$ cat src/rtl/regfile_dump_ctrl.sv
// Run/scan sequencer: enables the processor for a programmed number of cycles,
// then freezes it and streams every register out over a valid/ready interface.
module regfile_dump_ctrl #(
   parameter int NUM_REGS = 32,
   parameter int IDX_W    = 5,
   parameter int DATA_W   = 32,
   parameter int CYC_W    = 16
) (
   input  logic              clock,
   input  logic              reset,
   input  logic              start,
   input  logic [CYC_W-1:0]  num_cycles,
   output logic              cpu_en,
   input  logic [IDX_W-1:0]  proc_rs1,
   output logic [IDX_W-1:0]  rf_rs1,
   input  logic [DATA_W-1:0] rf_dataA,
   output logic              test_mode,
   output logic              dump_valid,
   input  logic              dump_ready,
   output logic [IDX_W-1:0]  dump_reg,
   output logic [DATA_W-1:0] dump_data,
   output logic [CYC_W-1:0]  cycle_count,
   output logic              busy,
   output logic              done
);

   if (IDX_W != $clog2(NUM_REGS)) begin : g_idx_w_check
      $error("IDX_W must equal log2(NUM_REGS)");
   end

   typedef enum logic [2:0] {
      S_IDLE,
      S_RUN,
      S_SELECT,
      S_PRESENT,
      S_DONE
   } state_t;

   localparam logic [IDX_W-1:0] LAST_IDX = IDX_W'(NUM_REGS - 1);

   state_t             state, state_nxt;
   logic [CYC_W-1:0]   budget, budget_nxt;
   logic [CYC_W-1:0]   cycle_count_nxt;
   logic [IDX_W-1:0]   scan_idx, scan_idx_nxt;
   logic [IDX_W-1:0]   dump_reg_nxt;
   logic [DATA_W-1:0]  dump_data_nxt;

   // Only path that is not registered: the read-port ownership mux.
   assign rf_rs1 = test_mode ? scan_idx : proc_rs1;

   // NOTE: every variable gets a hold default before the case so no path
   // leaves one unassigned, which would otherwise infer a latch.
   always_comb begin
      state_nxt       = state;
      budget_nxt      = budget;
      cycle_count_nxt = cycle_count;
      scan_idx_nxt    = scan_idx;
      dump_reg_nxt    = dump_reg;
      dump_data_nxt   = dump_data;

      case (state)
         S_IDLE, S_DONE: begin
            if (start) begin
               budget_nxt      = num_cycles;
               cycle_count_nxt = '0;
               scan_idx_nxt    = '0;
               state_nxt       = (num_cycles != '0) ? S_RUN : S_SELECT;
            end
         end
         S_RUN: begin
            cycle_count_nxt = cycle_count + CYC_W'(1);
            if (cycle_count == budget - CYC_W'(1)) begin
               state_nxt = S_SELECT;
            end
         end
         S_SELECT: begin
            // rf_rs1 has carried scan_idx for a full cycle, so rf_dataA is settled.
            dump_data_nxt = rf_dataA;
            dump_reg_nxt  = scan_idx;
            state_nxt     = S_PRESENT;
         end
         S_PRESENT: begin
            if (dump_ready) begin
               if (scan_idx == LAST_IDX) begin
                  state_nxt = S_DONE;
               end else begin
                  scan_idx_nxt = scan_idx + IDX_W'(1);
                  state_nxt    = S_SELECT;
               end
            end
         end
         default: state_nxt = S_IDLE;
      endcase
   end

   // NOTE: sequential state uses non-blocking assignments so every flop
   // samples pre-edge values regardless of statement order.
   always_ff @(posedge clock or posedge reset) begin
      if (reset) begin
         state       <= S_IDLE;
         budget      <= '0;
         cycle_count <= '0;
         scan_idx    <= '0;
         dump_reg    <= '0;
         dump_data   <= '0;
         cpu_en      <= 1'b0;
         test_mode   <= 1'b0;
         dump_valid  <= 1'b0;
         busy        <= 1'b0;
         done        <= 1'b0;
      end else begin
         state       <= state_nxt;
         budget      <= budget_nxt;
         cycle_count <= cycle_count_nxt;
         scan_idx    <= scan_idx_nxt;
         dump_reg    <= dump_reg_nxt;
         dump_data   <= dump_data_nxt;
         // Flags are decoded from the next state so they change on the same edge as it.
         cpu_en      <= (state_nxt == S_RUN);
         test_mode   <= (state_nxt inside {S_SELECT, S_PRESENT, S_DONE});
         dump_valid  <= (state_nxt == S_PRESENT);
         busy        <= (state_nxt inside {S_RUN, S_SELECT, S_PRESENT});
         done        <= (state_nxt == S_DONE);
      end
   end

endmodule
$ cat config.mk
export PLATFORM = sky130hd
export DESIGN_NAME = regfile_dump_ctrl
export DESIGN_NICKNAME = d
export VERILOG_FILES = /design/src/rtl/regfile_dump_ctrl.sv
export SDC_FILE = /design/constraint.sdc
export NUM_CORES = 1
export LEC_CHECK = 0
export ABC_AREA = 1
export BUFFER_PORTS_ARGS = -buffer_cell sky130_fd_sc_hd__buf_2
export CAP_MARGIN = 10
export CORE_MARGIN = 5
export CORE_UTILIZATION = 47
export DETAILED_ROUTE_END_ITERATION = 6
export GPL_ROUTABILITY_DRIVEN = 0
export PLACE_DENSITY = 0.73
export SYNTH_ARGS = -nofsm -noshare
export SYNTH_HDL_FRONTEND = slang
export SYNTH_SLANG_ARGS = --single-unit
$ cat constraint.sdc
create_clock -name clock -period 2.2 [get_ports clock]
set_input_delay 0.22 -clock clock [delete_from_list [all_inputs] [get_ports clock]]
set_output_delay 0.22 -clock clock [all_outputs]
set_load 0.02 [all_outputs]
==> results_dict.tcl <==
set metrics [dict create \
    drc 0 \
    reg2reg_from "cycle_count[1]$_DFFE_PP0P_" \
    top_regs "dump_data (32), budget (16), cycle_count (16)" \
    worstSetupPathType "flop to flop" \
    layout.cells.non_filler 778 \
    placed_area_um2 4920 \
    synth-async-reset-ratio 1.00 \
    core_um2 8680 \
    clockRootBuffer "clkbuf_8" \
    fin_crit_ns 1.96 \
    syn_nets 603 \
    end_kind "flop" \
    die_x_um 104 \
    dieArea_um2 10900 \
    clk_latency_ns 0.35 \
    ant_nets 0 \
    reg2reg_depth 12 \
    clock_skew_ns 0.0101 \
    clk_pin_slew_ns 0.10 \
    wl_met3_um 526 \
    fin_area_um2 5150 \
    grt_start_max_net_pins 43 \
    die_h_um 104 \
    preCtsSetupSlack_ns 0.218 \
    synth_area_leaders "dfrtp_1 49%, nand2_1 18%, inv_1 5.0%" \
    worst_slack_ns 0.240 \
    setup.worst_path.start_class "flop" \
    drt-met1-wl_um 4700 \
    largest_register "dump_data" \
    worst-endpoint-arrival_ns 2.20 \
    cts_buffers 9 \
    cts_tree "done" \
    cts_sinks 82 \
    grt_pass1_vias 3858 \
    ys_ff_latch 82 \
    syn-instance-count 542 \
    period_share 0.891 \
    power_density_nw_per_um2 1230 \
    vias_per_cell 4.98 \
    relSlewSlack 0.425 \
    antenna_found_initial 0 \
    n_antenna_cell 0 \
    wl_um 10600 \
    clock_path_buffers 2 \
    status "completed" \
    synth-edff-count 0 \
    numPlacedInstances 762 \
    max_cap_viol_count 0 \
    drtPass1Iterations 4 \
    hold_buffers 0 \
    num-fill-cells 824 \
    drv_slew 0 \
    max_freq_mhz 510 \
    hold_violations 0 \
    final_util 0.594 \
    avgSynthCellArea_um2 7.69 \
    r2r_slack_ns 0.24 \
    peakVddDrop_uv 587 \
    nets 726 \
    ys_top_cells_by_count "204 x nand2_1, 82 x dfrtp_1, 56 x inv_1, 45 x nor2_1, 33 x o21ai_0" \
    dr_wl_met2_um 5240 \
    wl_per_cell_um 13.6 \
    p_leak_nw 2.81 \
    overflow 0 \
    yosysSeqAreaShare 0.492 \
    rsz0062_at_grt "false" \
    drive_above_1_share 0.255 \
    yosysWarnings 0 \
    cts_setup_buffers 0 \
    area_growth_pct 23.6 \
    port_buffers 119 \
    largest_reg_flops 32 \
    tightest_slew_ns 0.861 \
    yosysMostFrequentCell "nand2_1" \
    routed.top_layer "met4" \
    dp_hpwl_um 8140 \
    pin_count 120 \
    synth_top_area_cell "dfrtp_1" \
    grt_pass1_wl_um 18000 \
    vias 3875 \
    syn-cell-area_um2 4170 \
    synth_top_area_share 0.492 \
    rows 34 \
    ys.flop_type "dfrtp_1" \
    drt_iter0_drc 210 \
    start_util 0.480 \
    worstHoldPathType "primary input to async pin" \
    cts-htree-levels 3 \
    crit_required_ns 2.44 \
    path_max_fanout 5 \
    setup_viol 0 \
    setup_tns_ns 0 \
    synth_cell_types 32 \
    r2r-end "cycle_count[14]$_DFFE_PP0P_" \
    track_usage 0.199 \
]
-- layer usage --
layer / vias up / GRT usage
met5: - / 0
met4: 0 / 0.0527
met3: 13 / 0.0372
met2: 114 / 0.337
met1: 1813 / 0.261
li1: 1935 / -
-- where the power goes --
group	internal (W)	total (W)	switching [W]
Combinational	0.000899	0.00263	0.00173
Sequential	0.00202	0.00244	0.000424
Clock	0.000663	0.00127	0.000608
Total	0.00358	0.00634	0.00276
-- worst max path at each step --
stage / start / end / slack (ns) / cells after the start
after global placement: budget[0]$_DFFE_PP0P_ / busy$_DFF_PP0_ / 0.31 / 11
after detailed placement: budget[0]$_DFFE_PP0P_ / busy$_DFF_PP0_ / 0.22 / 11
after global routing: budget[0]$_DFFE_PP0P_ / busy$_DFF_PP0_ / 0.06 / 11
final: cycle_count[1]$_DFFE_PP0P_ / cycle_count[14]$_DFFE_PP0P_ / 0.24 / 12
after CTS: budget[0]$_DFFE_PP0P_ / busy$_DFF_PP0_ / 0.18 / 11
after floorplan: cycle_count[1]$_DFFE_PP0P_ / cycle_count[14]$_DFFE_PP0P_ / 0.38 / 12
-- through the flow --
| stage | power, W | hold WS [ns] |
|---|---|---|
| 2_1_floorplan | 0.00424 | 0.337 |
| 3_3_place_gp | 0.00502 | 0.419 |
| 3_5_place_dp | 0.00509 | 0.425 |
| 4_1_cts | 0.00638 | 0.0406 |
| 5_1_grt | 0.00683 | 0.0481 |
| 6_report | 0.00634 | 0.0214 |
-- what timing repair did --
item | CTS | global route
hold endpoints to repair | 0 | 0
endpoints found under the setup margin | 0 | 2
resized for setup | 0 | 2
-- cell usage in the layout, fill, tap and decap left out, types with 10 or more instances in the layout --
| cell type | instances |
|---|---|
| nand2_1 | 204 |
| buf_2 | 119 |
| dfrtp_1 | 82 |
| inv_1 | 54 |
| nor2_1 | 45 |
| o21ai_0 | 33 |
| nand3_1 | 24 |
| xor2_1 | 11 |
| nor2_2 | 10 |
-- critical path, stage by stage (launching register included) --
cell	delay, ns
dfrtp_1	0.44
ha_1	0.20
nand2_1	0.08
inv_1	0.10
nand3_2	0.09
nor2_2	0.14
nand3_1	0.13
nor3_2	0.19
nand4_1	0.14
nor2_1	0.13
nand2_1	0.05
o21ai_0	0.07
inv_1	0.06
-- logic make-up (layout without fill, tap and decap cells) --
logic type	Yosys count	after routing	share of synthesized area
buffers and inverters	72	200	0.0666
adder cells (fa/ha/maj)	4	4	0.0120
flip-flops	82	82	0.492
AO/OA/AOI/OAI	53	53	0.0705
AND/OR/NAND/NOR	314	314	0.323
XOR/XNOR	17	17	0.0357
-- final cells by class --
cell class | count | area (µm²) | share of cell area
Inverter | 59 | 225 | 0.0437
Sequential cell | 82 | 2050 | 0.398
Clock inverter | 7 | 108 | 0.0209
Tap cell | 108 | 135 | 0.0262
Clock buffer | 9 | 124 | 0.0240
Timing Repair Buffer | 125 | 666 | 0.129
Multi-Input combinational cell | 388 | 1840 | 0.358
Power figures use the tool's default switching activity.
